[src/rtl/mux_salida.sv]
// Registered 2:1 output-bus multiplexer for the RTC interface path.
// Drives either the register address or the data byte onto the shared bus, glitch-free.
module mux_salida (
  input  logic       clk,
  input  logic       reset,
  input  logic [7:0] direccion,
  input  logic [7:0] dato,
  input  logic       seleccion,
  input  logic       habilitar,
  output logic [7:0] salida_bus,
  output logic       fuente_dir
);

  logic [7:0] fuente_sel_s;
  logic [7:0] salida_bus_r;
  logic       fuente_dir_r;

  // Pick the source byte that will be loaded on the next enabled edge.
  always_comb begin
    fuente_sel_s = 8'h00;
    if (seleccion == 1'b1) begin
      fuente_sel_s = direccion;
    end else begin
      fuente_sel_s = dato;
    end
  end

  // Output registers; reset clears the bus asynchronously and outranks the enable.
  always_ff @(posedge clk or posedge reset) begin
    if (reset) begin
      salida_bus_r <= 8'h00;
      fuente_dir_r <= 1'b0;
    end else if (habilitar) begin
      salida_bus_r <= fuente_sel_s;
      fuente_dir_r <= seleccion;
    end else begin
      salida_bus_r <= salida_bus_r;
      fuente_dir_r <= fuente_dir_r;
    end
  end

  assign salida_bus = salida_bus_r;
  assign fuente_dir = fuente_dir_r;

endmodule

[config.mk]
export PLATFORM = sky130hd
export DESIGN_NAME = mux_salida
export DESIGN_NICKNAME = d
export VERILOG_FILES = /design/src/rtl/mux_salida.sv
export SDC_FILE = /design/constraint.sdc
export NUM_CORES = 1
export LEC_CHECK = 0
export BUFFER_PORTS_ARGS = -buffer_cell sky130_fd_sc_hd__buf_2
export CAP_MARGIN = 0
export CORE_AREA = 4 4 41 43
export CTS_CLUSTER_DIAMETER = 100
export CTS_CLUSTER_SIZE = 20
export DETAILED_ROUTE_END_ITERATION = 10
export DIE_AREA = 0 0 45 47
export GPL_TIMING_DRIVEN = 0
export RECOVER_POWER = 100
export SYNTH_ARGS = -nofsm -noshare
export SYNTH_HDL_FRONTEND = slang
export SYNTH_SLANG_ARGS = --single-unit
[constraint.sdc]
create_clock -name clk -period 0.9 [get_ports clk]
set_input_delay 0.135 -clock clk [delete_from_list [all_inputs] [get_ports clk]]
set_output_delay 0.135 -clock clk [all_outputs]
set_load 0.005 [all_outputs]
# Yosys cells after proc, flatten, opt, wreduce, memory -nomap -nowiden
# Cells that the tools add are included.
# totals
reg_bits	9
inputBits	20
out_inout_bits	9
wordCells	3
# classes
muxes	1
# ops
cell	count
8-bit two-way mux	1

# Depth between registers and ports, before layout
# depth
ltp_word	1
mapped_depth	4
depth_no_buf	2

# Least setup slack after synthesis
# Ideal clock, no wire load.
# synth_timing
path_type	reg2reg
from	register fuente_dir (netlist name)
to	register fuente_dir_r, in the netlist fuente_dir
setup_ns	0.125
arrival_time_ns	0.623
required_ns	0.775
path_slack_ns	0.152
stages_incl_launch_ff	2
path_buffers	0
synth_period_minus_slack_ns	0.748
path_cell_list	dfrtp_1 mux2_4
# synth_rtl
element	line	source
to (signal assigned)	35	fuente_dir_r <= seleccion;
to (signal assigned)	38	fuente_dir_r <= fuente_dir_r;
to (decl)	16	logic fuente_dir_r;

# Worst setup path after layout
# layout_timing
from	register salida_bus_r[4], in the netlist salida_bus[4]
to	output salida_bus[4]
# layout_rtl
element	line	source
from (decl)	15	logic [7:0] salida_bus_r;
from (signal assigned)	34	salida_bus_r <= fuente_sel_s;
from (signal assigned)	37	salida_bus_r <= salida_bus_r;
to (decl)	10	output logic [7:0] salida_bus,
# No word-level cell between the ends.

==> impl_metrics.toml <==
[cells_and_area]
diodes = 0
postLayoutCellArea_sq_um = 639
nNetsFinal = 94
area_growth_pct = 50.7
n_fill_cell = 136
final_common_cell = "buf_2"
layout_common_cells = "buf_2 (26), dfrtp_1 (9), mux2i_1 (8), nor2_1 (8), a21oi_1 (8)"
layout-drive-gt1-share = 0.507

[global_route]
antenna_found_initial = 0
grt_pass1_vias = 348
grt_pass1_wl_mm = 1.48
grt_use_total = 0.102
gr-total-overflow = 0
grt_max_degree = 11

[sta]
rsz0062_at_grt = "yes"
setup_violations = 1
min_period_ps = 906
worst_pin_slew_ps = 355
period_share = 1.01
slew_viol_final = 0
hold_violations = 0
skew_ps = 0
max_freq_mhz = 1100
relSlewSlack = 0.763
hold_ws_ps = 175
setup_slack_ps = -6.35

[critical_path]
startpoint_type = "flop"
max_stage_delay_ps = 390
r2r_cells = 2
r2r-start = "fuente_dir"
crit_type = "reg -> out"
cp.required_ps = 760
r2r_end = "fuente_dir"
arrival_ps = 770
critPathBufInv = 1
path_delay_family = "flip-flops"
startpoint = "salida_bus[4]"
crit_chain = "buf_2"
ff2ff_setup_slack_ps = 40
cp_slowest_cell = "dfrtp_1"
end_kind = "output pin"
cp_max_fo = 2

[floorplan]
rows = 13
initial_core_util = 0.326
dieArea_sq_mm = 0.00212
die_h_microns = 47
die_w_microns = 45
ioPinCount = 29
core_sq_mm = 0.00130

[route]
vias = 390
viasPerCell = 4.43
ant_nets = 0
wl_mm = 1.01
wire_per_inst_microns = 11.4
drt_pre_antenna_iters = 2
route.detailed.drc = 0
first_iter_violations = 2

[cts]
cts_made_buffers = 3
cts_htree_levels = 1
clk_latency_ps = 250
cts_buffer_depth = 2
cts_resized = 0
cts_tree = "yes"
clk_pin_slew_ps = 60
cts_sinks = 9
root_buffer = "clkbuf_4"

[hold_path]
min_path_type = "in -> reg"
hold_start = "dato[3]"
holdPathStages = 3
min_to = "salida_bus[3]"

[synth]
synthCells = 38
synth_nets = 58
avgSynthCellArea_sq_um = 11.2
ys_seq_area_frac = 0.531
synth_top_area_cell = "dfrtp_1"
ys_warn_count = 0
synth_cell_types = 8
synth_area_leaders = "dfrtp_1 (53%), mux2i_1 (19%), a21oi_1 (9.4%)"
synth_top_area_share = 0.531
synth_area_sq_um = 424
ys_ff_latch = 9

[run]
cap_violations = 0

[placement]
place.gp.congestion = 0.641
dp_worst_setup_slack_ps = 164
io_buffers = 26
post_dp_cell_area_sq_um = 573
dp_hpwl_microns = 727

[run_status]
violations = "negative setup slack"
status = "finished, violations left"

[power_and_ir_drop]
p_total_w = 0.000983
p_leak_nw = 0.342
pwr_density_cell_mw_per_mm2 = 1540
peakVddDrop_mv = 0.681
[metrics by stage]
stage           util  setup TNS [ps]  std cells
2_1_floorplan      -               0         38
3_3_place_gp   0.440               0         79
3_5_place_dp   0.440               0         79
4_1_cts        0.474           -36.3         85
5_1_grt        0.491            -219         88
6_report       0.491           -6.35         88
[registers in the layout, summed over array words and instances, names as in the netlist]
signal,cells
fuente_dir,1
salida_bus,8
[synthesized netlist by cell type]
library cell / number
mux2_4: 1
buf_6: 2
a21oi_1: 8
mux2i_1: 8
buf_4: 1
inv_1: 1
dfrtp_1: 9
nor2_1: 8
[final cells by class]
| type | instances | area, sq um | area share |
|---|---|---|---|
| Tap cell | 15 | 18.8 | 0.0294 |
| Clock buffer | 4 | 26.3 | 0.0411 |
| Sequential cell | 9 | 225 | 0.352 |
| Multi-Input combinational cell | 25 | 165 | 0.258 |
| Buffer | 3 | 30.0 | 0.0470 |
| Inverter | 1 | 3.75 | 0.00587 |
| Timing Repair Buffer | 31 | 170 | 0.266 |
[how the worst max path moves through the flow]
stage	to	slack, ps	cells past startpoint
finish	salida_bus[4]	-6	1
global route	salida_bus[4]	-30	1
CTS	salida_bus[2]	-10	1
detailed placement	fuente_dir	160	1
global placement	fuente_dir	160	1
floorplan	fuente_dir	150	1
[what timing repair did]
action,in CTS,in global routing
cloned,0,0
setup buffers,1,3
hold endpoints to repair,9,0
setup endpoints to repair,7,9
hold buffers,1,0
[routing by layer]
metal | wire, microns | up-vias | global-route usage
met5 | 0 | - | 0
met4 | 9 | 0 | 0.0702
met3 | 115 | 2 | 0.0536
met2 | 452 | 21 | 0.150
met1 | 429 | 167 | 0.113
li1 | - | 200 | -
[worst register-to-register path: cells and delay by family (launching register included)]
family	cells	cell delay, ps
buf+inv	1	130
flops	1	370
mux	1	260
[report_power, final]
group | total (W) | switching, W | internal, W | leakage (nW)
Sequential | 0.000467 | 0.0000201 | 0.000447 | 0.101
Combinational | 0.000215 | 0.0000879 | 0.000127 | 0.226
Clock | 0.000301 | 0.000131 | 0.000170 | 0.0150
Total | 0.000983 | 0.000239 | 0.000744 | 0.342
[cell families after synthesis]
family / synth area share
mux: 0.224
flops: 0.531
compound gates: 0.0944
simple gates: 0.0708
buf+inv: 0.0796
(Power assumes the default switching activity.)
